--- config.mk ---
export PLATFORM = sky130hd
export DESIGN_NAME = trng_word_packer
export DESIGN_NICKNAME = d
export VERILOG_FILES = /design/src/rtl/trng_word_packer.sv
export SDC_FILE = /design/constraint.sdc
export NUM_CORES = 1
export LEC_CHECK = 0
export BUFFER_PORTS_ARGS = -buffer_cell sky130_fd_sc_hd__buf_2
export CELL_PAD_IN_SITES_DETAIL_PLACEMENT = 0
export CELL_PAD_IN_SITES_GLOBAL_PLACEMENT = 1
export CORE_MARGIN = 2
export CORE_UTILIZATION = 50
export DETAILED_ROUTE_END_ITERATION = 8
export PLACE_DENSITY = 0.8
export SLEW_MARGIN = 5
export SYNTH_ARGS = -nofsm -noshare
export SYNTH_HDL_FRONTEND = slang
export SYNTH_SLANG_ARGS = --single-unit
--- constraint.sdc ---
create_clock -name clk -period 4.68 [get_ports clk]
set_input_delay 0.936 -clock clk [delete_from_list [all_inputs] [get_ports clk]]
set_output_delay 0.936 -clock clk [all_outputs]
set_load 0.01 [all_outputs]
--- src/rtl/trng_word_packer.sv ---
`default_nettype none
// ============================================================================
// Module   : trng_word_packer
// Purpose  : Packs debiased TRNG bits MSB-first into WORD_W-bit words, runs a
//            repetition-count health test on the bit stream and buffers
//            completed words in a small FIFO with a valid/ready output.
// Revision : 1.0 - initial release
// ============================================================================
module trng_word_packer #(
    parameter int WORD_W     = 32,
    parameter int FIFO_DEPTH = 4,
    parameter int REP_LIMIT  = 16
) (
    input  logic                          clk,
    input  logic                          reset,
    input  logic                          bit_valid,
    input  logic                          bit_in,
    input  logic                          clear,
    output logic                          word_valid,
    output logic [WORD_W-1:0]             word_data,
    input  logic                          word_ready,
    output logic [$clog2(FIFO_DEPTH):0]   fill_level,
    output logic [$clog2(WORD_W)-1:0]     bit_count,
    output logic                          overflow,
    output logic                          health_fail
);

    localparam int CNT_W = $clog2(WORD_W);
    localparam int PTR_W = $clog2(FIFO_DEPTH);
    localparam int RUN_W = $clog2(REP_LIMIT + 1);

    typedef enum logic [0:0] {
        ST_FILL  = 1'b0,
        ST_FAULT = 1'b1
    } state_t;

    state_t              state_q, state_d;
    logic [WORD_W-1:0]   shift_q, shift_d;
    logic [CNT_W-1:0]    cnt_q, cnt_d;
    logic [RUN_W-1:0]    run_q, run_d;
    logic                last_q, last_d;
    logic                ovf_q, ovf_d;
    logic [PTR_W-1:0]    wr_ptr_q, rd_ptr_q;
    logic [PTR_W:0]      fill_q, fill_d;
    logic [WORD_W-1:0]   mem_q [FIFO_DEPTH];

    logic [WORD_W-1:0]   push_word;
    logic [RUN_W-1:0]    run_next;
    logic                push;
    logic                pop;
    logic                full;
    logic                push_ok;

    // Word assembly, repetition-count test and FILL/FAULT transitions.
    always_comb begin
        state_d   = state_q;
        shift_d   = shift_q;
        cnt_d     = cnt_q;
        run_d     = run_q;
        last_d    = last_q;
        push      = 1'b0;
        push_word = {shift_q[WORD_W-2:0], bit_in};
        // A zero run counter means no bit has been seen since reset/clear.
        run_next  = ((run_q != '0) && (bit_in == last_q)) ? run_q + RUN_W'(1) : RUN_W'(1);
        if (clear) begin
            state_d = ST_FILL;
            shift_d = '0;
            cnt_d   = '0;
            run_d   = '0;
            last_d  = 1'b0;
        end else if ((state_q == ST_FILL) && bit_valid) begin
            run_d  = run_next;
            last_d = bit_in;
            if (run_next == RUN_W'(REP_LIMIT)) begin
                // Tripping bit is never packed and the partial word is dropped.
                state_d = ST_FAULT;
                shift_d = '0;
                cnt_d   = '0;
            end else begin
                shift_d = push_word;
                if (cnt_q == CNT_W'(WORD_W - 1)) begin
                    cnt_d = '0;
                    push  = 1'b1;
                end else begin
                    cnt_d = cnt_q + CNT_W'(1);
                end
            end
        end
    end

    // FIFO bookkeeping: a simultaneous pop frees a slot for a push when full.
    always_comb begin
        pop     = word_valid && word_ready;
        full    = (fill_q == (PTR_W+1)'(FIFO_DEPTH));
        push_ok = push && (!full || pop);
        fill_d  = fill_q + (PTR_W+1)'(push_ok) - (PTR_W+1)'(pop);
        ovf_d   = ovf_q;
        if (clear) begin
            ovf_d = 1'b0;
        end else if (push && full && !pop) begin
            ovf_d = 1'b1;
        end
    end

    // Control and datapath state registers.
    always_ff @(posedge clk) begin
        if (reset) begin
            state_q  <= ST_FILL;
            shift_q  <= '0;
            cnt_q    <= '0;
            run_q    <= '0;
            last_q   <= 1'b0;
            ovf_q    <= 1'b0;
            wr_ptr_q <= '0;
            rd_ptr_q <= '0;
            fill_q   <= '0;
        end else begin
            state_q  <= state_d;
            shift_q  <= shift_d;
            cnt_q    <= cnt_d;
            run_q    <= run_d;
            last_q   <= last_d;
            ovf_q    <= ovf_d;
            fill_q   <= fill_d;
            if (push_ok) begin
                wr_ptr_q <= wr_ptr_q + PTR_W'(1);
            end
            if (pop) begin
                rd_ptr_q <= rd_ptr_q + PTR_W'(1);
            end
        end
    end

    // FIFO storage; contents are only observable through the valid head.
    always_ff @(posedge clk) begin
        if (!reset && push_ok) begin
            mem_q[wr_ptr_q] <= push_word;
        end
    end

    assign word_valid  = (fill_q != '0);
    assign word_data   = word_valid ? mem_q[rd_ptr_q] : '0;
    assign fill_level  = fill_q;
    assign bit_count   = cnt_q;
    assign overflow    = ovf_q;
    assign health_fail = (state_q == ST_FAULT);

endmodule
`default_nettype wire

Word-level counts from Yosys, hierarchy flattened
Memories as Yosys holds them, arrays and structs flattened. A register that Yosys moved wholly into a read port is not among the register bits.
Cells that the tools add are included.
{"block": "op_classes", "add_sub_neg": 6, "eq_ne": 4, "n_mux": 13, "n_bitwise": 1, "n_reduce_logical": 15}
{"cell": "$mux 32", "n": 1}
{"cell": "$mux 31", "n": 1}
{"cell": "$mux 5", "n": 3}
{"cell": "$add 5x1->5 const B", "n": 2}
{"cell": "$eq 5x5->1 const B", "n": 2}
{"cell": "$logic_and 1x1->1", "n": 7}
{"cell": "$mux 1", "n": 6}
{"cell": "$reduce_bool 5->1", "n": 1}
{"cell": "$add 2x1->2 const B", "n": 2}
{"cell": "$mux 2", "n": 2}
{"cell": "$add 3x1->3", "n": 1}
{"cell": "$eq 3x3->1 const B", "n": 1}
{"cell": "$logic_not 1->1", "n": 3}
{"cell": "$reduce_bool 3->1", "n": 1}
{"cell": "$sub 3x1->3", "n": 1}
{"cell": "$reduce_and 2->1", "n": 1}
{"cell": "$reduce_or 2->1", "n": 1}
{"cell": "$eq 1x1->1", "n": 1}
{"cell": "$logic_or 1x1->1", "n": 1}
{"cell": "$not 1->1", "n": 1}
{"block": "word_totals", "regBits": 51, "mem_bits_rw": 128, "inputBits": 6, "wordCells": 49, "mem_count": 1}
{"memory": "mem_q", "words": 4, "word_bits": 32, "rd": 1, "rd_ports_with_merged_regs": 1, "wr": 1, "line_no": "45", "text": "logic [WORD_W-1:0] mem_q [FIFO_DEPTH];"}

Logic depth before layout (Yosys ltp)
Gate-level depths: netlist of the first run.
{"block": "logic_depth", "ltp_word": 11, "ltp_mapped": 13, "mapped_depth_nobuf": 13}

Worst setup path after synthesis of the first run
No wires, ideal clock.
{"block": "synth_timing", "kind": "input -> register", "startpoint": "input bit_valid", "endpoint": "memory mem_q[0][0], enable pin", "arrival_time_ps": 3934, "setup_slack_ps": 278, "cell_stages": 5, "path_buffers": 0, "cell_sequence": "nor2b_1 > nand3b_1 > nor2_1 > nand2_1 > nor3b_1"}
{"block": "synth_via", "elab_chain_len": 7}
{"item": "from (decl)", "line_no": "16", "text": "input logic bit_valid,"}
{"item": "$logic_and 1x1->1", "line_no": "71", "text": "end else if ((state_q == ST_FILL) && bit_valid) begin"}
{"item": "$mux 1", "line_no": "71"}
{"item": "$mux 1", "line_no": "65", "text": "if (clear) begin"}
{"item": "$logic_and 1x1->1", "line_no": "95", "text": "push_ok = push && (!full || pop);"}
{"item": "$logic_and 1x1->1", "line_no": "136", "text": "if (!reset && push_ok) begin"}
{"item": "$mux 1", "line_no": "136"}
{"item": "$mux 1 (not written as such)", "line_no": "137", "text": "mem_q[wr_ptr_q] <= push_word;"}
{"item": "to (decl)", "line_no": "45"}
No other way between the ends.

==> metrics.csv, run 1 <==
metric,value,unit
status,"complete, no violations",
ys_seq_elements,181,
hold_path.class,register to register,
skew,0.00736,ns
async_flop_share,0,%
clk_latency,0.42,ns
num_rows,43,
wl,12500,um
wire_per_inst,17.4,um
clockPowerShare,44.3,%
layout.cells.non_filler,718,
grt_pass1_vias,3839,
area_growth,14.6,%
power.total,3.11,mW
drv_slew,0,
grt_max_degree,47,
synth_area_leader_cell,edfxtp_1,
cts_made_buffers,17,
ioPinCount,49,
final_util,58.4,%
p_sw_share,19.0,%
internal_power,2.52,mW
yosys_warnings,0,
ctsHtreeMaxLevel,4,
post-place-cells,686,
cp-start-kind,register,
grt_pass1_wl,20300,um
grt_antenna_before_repair,0,
grt_usage,18.1,%
port_buffers,48,
fp.coreArea,13900,sq um
fp.dieH,123,um
drive_gt1_share,24.7,%
post_cts_resized,0,
n_antenna_cell,0,
yosys-top-cells-area,"edfxtp_1, dfxtp_1, mux4_2",
fin_crit,3.15,ns
nets,541,
place_hpwl,7180,um
ant_nets,0,
worstSetupEndpointType,output port,
setup_tns,0,ns
grt-ovfl-total,0,
p_seq_share,54.6,%
leakagePower,2.85,nW
crit_type,register to output port,
fin_hold_ws,0.472,ns
switchingPower,589,uW
synth_ff_type,edfxtp_1,
synth.top_cell.area_share,54.3,%
cts.sinks,181,
path_clk_slew,0.06,ns
synthCells,477,
synth_enable_flop_cells,128,
ys_seq_area_share,69.3,%
num_vias,3947,
crit_required,3.74,ns
setup_viol,0,
rsz0062_at_grt,false,
arrival,2.22,ns
synth.top_cells.by_count,"edfxtp_1, dfxtp_1, nand2_1",
worst_pin_slew,0.981,ns
syn_nets,493,
timing.final.hold_violations,0,
hold_buffers,0,
synth_area,7080,sq um
power_frac_comb,1.1,%
timing.fmax,0.317,GHz
die_area,15100,sq um
initial_core_util,51.0,%
fin_crit_sh,67.4,%
drt_iter0_drc,390,
place_congestion,0.760,
powerDensity,383,nW/um^2
cts_setup_buffers,0,
synth.distinct_cells,39,
critPathMaxFanout,32,
cts_root_buf,clkbuf_16,
irDropWorstVdd,267,uV
die_width,123,um
cts_buffer_depth,2,
viasPerCell,5.50,
cts_tree,built,
maxCapViolations,0,
drc,0,
synth.most_common_cell,edfxtp_1,
slew_headroom,34.6,%
firstDrtPassIters,5,
avgSynthCellArea,14.8,sq um
## worst max-delay path, cell delays in order, from the launching register on
cell,delay [ns]
dfxtp_2,0.31
buf_4,0.53
mux4_2,0.63
and2_1,0.18
buf_2,0.13
## worst paths after layout
check                           slack (ns)            end  depth (start not counted)          from
worst max register to register        1.84  fill_level[2]                         13  bit_count[0]
worst min-delay path                  0.47         last_q                          2        last_q
worst max-delay path                  1.53   word_data[1]                          4      register
worst min register to register        0.47         last_q                          2        last_q
## state kept, by name (all words and copies together), names as in the netlist, named ones only
register	flops
bit_count	5
fill_level	3
health_fail	1
last_q	1
mem_q	128
overflow	1
rd_ptr_q	2
run_q	5
shift_q	31
wr_ptr_q	2
## power groups by stage
| stage | clock network (mW) | logic, mW | registers, mW |
|---|---|---|---|
| after CTS | 1.40 | 0.0341 | 1.70 |
| after global placement | 0 | 0.0335 | 1.73 |
| after global routing | 1.46 | 0.0376 | 1.70 |
| final | 1.38 | 0.0340 | 1.70 |
| after floorplan | 0 | 0.0228 | 1.73 |
| after detailed placement | 0 | 0.0340 | 1.73 |
## layout make-up
type                    count  area (sq um)
clock buffers              26           553
clock inverters             6          35.0
inverters                   8          30.0
flip-flops and latches    181          4910
fillers                  1080          5770
multi-input cells         259          2050
repair buffers             58           315
well taps                 180           225
## logic make-up (layout without fill, tap and decap cells)
group	Yosys count	in the layout	share of synthesized area (%)
AO/OA/AOI/OAI	49	49	3.71
XOR/XNOR	9	9	1.11
adder cells (fa/ha/maj)	10	10	1.87
buffers and inverters	37	98	2.12
flip-flops	181	181	69.3
multiplexers	32	32	10.2
AND/OR/NAND/NOR	159	159	11.7
## placed cells by master, fill, tap and decap left out, types with 3 or more instances in the layout
master       n
edfxtp_1   128
inv_1        8
ha_1         9
clkbuf_16   20
mux4_2      32
o21ai_0      3
nor2_1      17
and2_1      32
buf_4       10
clkinv_2     4
xnor2_1      3
nor3b_2      4
buf_2       48
xor2_1       6
clkbuf_8     3
nand3_1     39
dfxtp_1     51
nand2_1     44
clkbuf_1     3
a21oi_1     39
## per-layer routing
| layer | vias up | GRT usage [%] | part of all wire, % |
|---|---|---|---|
| met5 | - | 0 | 0 |
| met3 | 11 | 4.24 | 4.4 |
| met2 | 96 | 29.7 | 50 |
| met4 | 0 | 6.82 | 1.1 |
| met1 | 1968 | 23.8 | 45 |
| li1 | 1872 | - | - |
## metrics by stage
step | worst slack [ns] | area [sq um]
2_1_floorplan | 0.278 | 7080
3_3_place_gp | 1.40 | 7520
3_5_place_dp | 1.35 | 7520
4_1_cts | 1.46 | 8110
5_1_grt | 1.37 | 8110
6_report | 1.53 | 8110
Power figures use the tool's default switching activity.
==> run 2: changes to the inputs <==
--- a/config.mk
+++ b/config.mk
@@ -5,13 +5,14 @@
 export SDC_FILE = /design/constraint.sdc
 export NUM_CORES = 1
 export LEC_CHECK = 0
+export ABC_AREA = 1
 export BUFFER_PORTS_ARGS = -buffer_cell sky130_fd_sc_hd__buf_2
 export CELL_PAD_IN_SITES_DETAIL_PLACEMENT = 0
 export CELL_PAD_IN_SITES_GLOBAL_PLACEMENT = 1
 export CORE_MARGIN = 2
-export CORE_UTILIZATION = 50
+export CORE_UTILIZATION = 43
 export DETAILED_ROUTE_END_ITERATION = 8
-export PLACE_DENSITY = 0.8
+export PLACE_DENSITY = 0.77
 export SLEW_MARGIN = 5
 export SYNTH_ARGS = -nofsm -noshare
 export SYNTH_HDL_FRONTEND = slang
==> constraint.sdc (replaced) <==
create_clock -name clk -period 2.8 [get_ports clk]
set_input_delay 0.56 -clock clk [delete_from_list [all_inputs] [get_ports clk]]
set_output_delay 0.56 -clock clk [all_outputs]
set_load 0.01 [all_outputs]
==> run 2 against run 1 <==
Against the previous run:
- combinational power rose to 45 times the previous value
- clock skew grew 0.00075 ns
- clock power increased by 70%
- highest routed layer unchanged
- largest power group unchanged
- non-clock buffer count rose by 6
- wire length is 15% higher
==> metrics.csv, run 2 <==
metric,value,unit,change
status,"complete, no violations",,
ys_seq_area_share,67.9,%,-1.4 points
fp.coreArea,16500,sq um,+19%
yosys_warnings,0,,unchanged
cts.sinks,181,,unchanged
power.total,6.86,mW,+120%
fin_ws,0.361,ns,-1.17 ns
synth_enable_flop_cells,128,,unchanged
synth.top_cell.area_share,53.2,%,-1.1 points
layout.cells.non_filler,959,,+34%
critPathMaxFanout,40,,+25%
place_hpwl,8330,um,+16%
cts_buffer_depth,2,,unchanged
cts_made_buffers,17,,unchanged
r2r_setup_slack,0.41,ns,-1.43 ns
crit_type,register to output port,,
arrival,1.88,ns,-0.34 ns
reg2regPathDepth,15,,+2
skew,0.00810,ns,+0.000747 ns
async_flop_share,0,%,unchanged
maxCapViolations,0,,unchanged
fin_crit_sh,87.1,%,
powerDensity,821,nW/um^2,+110%
ctsHtreeMaxLevel,4,,unchanged
fin_hold_ws,0.350,ns,-0.122 ns
worstSetupEndpointType,output port,,
multiInputGateArea,2030,sq um,-0.98%
yosys-top-cells-area,"edfxtp_1, dfxtp_1, nor2_1",,
power_frac_comb,22.4,%,+21 points
final_util,50.6,%,-7.9 points
die_width,134,um,+8.6%
timing.rr.start,bit_count[0],,
p_sw_share,29.6,%,+11 points
synth_area_leader_cell,edfxtp_1,,
ioPinCount,49,,unchanged
post_cts_resized,0,,unchanged
clockPowerShare,34.3,%,-10 points
synth_ff_type,edfxtp_1,,
drc,0,,unchanged
path_clk_slew,0.06,ns,about the same
setup_tns,0,ns,unchanged
timing.fmax,0.410,GHz,
holdPathStages,2,,unchanged
ant_nets,0,,unchanged
synth.most_common_cell,nor2_1,,
internal_power,4.83,mW,+92%
synth.distinct_cells,29,,-26%
worst_pin_slew,0.600,ns,-0.381 ns
cp-start-kind,register,,
seq_area,4910,sq um,about the same
final_cell_mix,"nor2_1, edfxtp_1, o21ai_0",,
post-place-cells,927,,+35%
die_area,17900,sq um,+18%
avgSynthCellArea,10.6,sq um,-29%
port_buffers,48,,unchanged
firstDrtPassIters,6,,+1
nets,742,,+37%
area_growth,15.7,%,
cts_root_buf,clkbuf_16,,
hp-start,reset,,
grt_antenna_before_repair,0,,unchanged
drive_gt1_share,14.6,%,-10 points
synth.top_cells.by_count,"nor2_1, edfxtp_1, o21ai_0",,
fin_crit,2.44,ns,
grt_pass1_wl,23800,um,+17%
largest_reg_flops,128,,unchanged
wl,14400,um,+15%
grt-ovfl-total,0,,unchanged
fp.dieH,134,um,+8.6%
worstHoldEndpoint,fill_level[1],,
rsz0062_at_grt,false,,
grt_pass1_vias,4737,,+23%
num_rows,47,,+9.3%
drv_slew,0,,unchanged
cts_tree,built,,
initial_core_util,43.7,%,-7.3 points
mostFrequentLayoutCell,nor2_1,,
p_seq_share,43.3,%,-11 points
ys_seq_elements,181,,unchanged
switchingPower,2.03,mW,+240%
n_antenna_cell,0,,unchanged
synth_area,7220,sq um,+2.1%
design_area,8360,sq um,+3.0%
cts_setup_buffers,0,,unchanged
irDropWorstVdd,507,uV,+90%
crit_required,2.24,ns,-1.50 ns
hold_path.class,input pin to register,,
hold_buffers,0,,unchanged
grt_max_degree,62,,+32%
dp_slack,0.370,ns,-0.981 ns
timing.final.hold_violations,0,,unchanged
reg2reg_to,fill_level[2],,
syn_nets,698,,+42%
slew_headroom,60.0,%,+25 points
drt_iter0_drc,441,,+13%
top_regs,"mem_q: 128 flops, shift_q: 31 flops",,
place_congestion,0.745,,-2.0%
clk_latency,0.42,ns,about the same
setup_viol,0,,unchanged
wire_per_inst,15.0,um,-14%
nFillCells,1452,,+34%
grt_usage,17.4,%,-0.78 points
synthCells,682,,+43%
viasPerCell,4.91,,-11%
num_vias,4708,,+19%
regMostFlops,mem_q,,
leakagePower,2.99,nW,+5.1%
placed_area,7760,sq um,+3.2%
## run 2: layout make-up
type | instances | area share, %
clock inverter | 13 | 1.90
clock buffer | 19 | 5.18
sequential | 181 | 58.7
tap | 220 | 3.29
multi-input combinational | 426 | 24.2
timing repair buffer | 64 | 5.06
inverter | 36 | 1.62
## run 2: worst max-delay path by stage
stage                          endpoint          from  cells past startpoint  slack (ns)
after floorplan             mem_q[0][0]     bit_valid                      8       -0.38
after global placement    fill_level[2]     bit_valid                     14        0.45
after detailed placement  fill_level[2]     bit_valid                     14        0.37
after CTS                  word_data[3]      register                      6        0.32
after global routing      fill_level[2]  bit_count[0]                     15        0.12
final                     word_data[31]      register                      6        0.36
## run 2: critical path: stages, from the launching register on
cell and delay [ns]:
dfxtp_2 0.36, buf_4 0.37, nor2_1 0.09, nor2_1 0.08, o21ai_0 0.08, a21oi_1 0.27, buf_2 0.19
## run 2: layer usage
metal / track usage, % / part of all wire (%) / up-vias
met5: 0 / 0 / -
met2: 30.9 / 52 / 74
met3: 4.53 / 4.3 / 14
li1: - / - / 2427
met4: 5.26 / 1.2 / 0
met1: 20.7 / 43 / 2193
## run 2: power groups by stage
stage | Clock [mW] | Sequential (mW) | Combinational, mW
floorplan | 0 | 3.02 | 0.929
global route | 2.52 | 2.98 | 1.72
detailed placement | 0 | 3.03 | 1.57
global placement | 0 | 3.03 | 1.54
finish | 2.35 | 2.97 | 1.54
CTS | 2.39 | 2.97 | 1.57
## run 2: kinds of logic (layout without fill, tap and decap cells)
kind of cell	Yosys count	count (layout)	synth area share [%]
and+or+nand+nor	232	232	13.0
buffers and inverters	75	132	4.31
xor gates and xnor gates	3	3	0.364
DFF	181	181	67.9
AOI/OAI and AO/OA	181	181	12.6
adders and majority gates	10	10	1.84
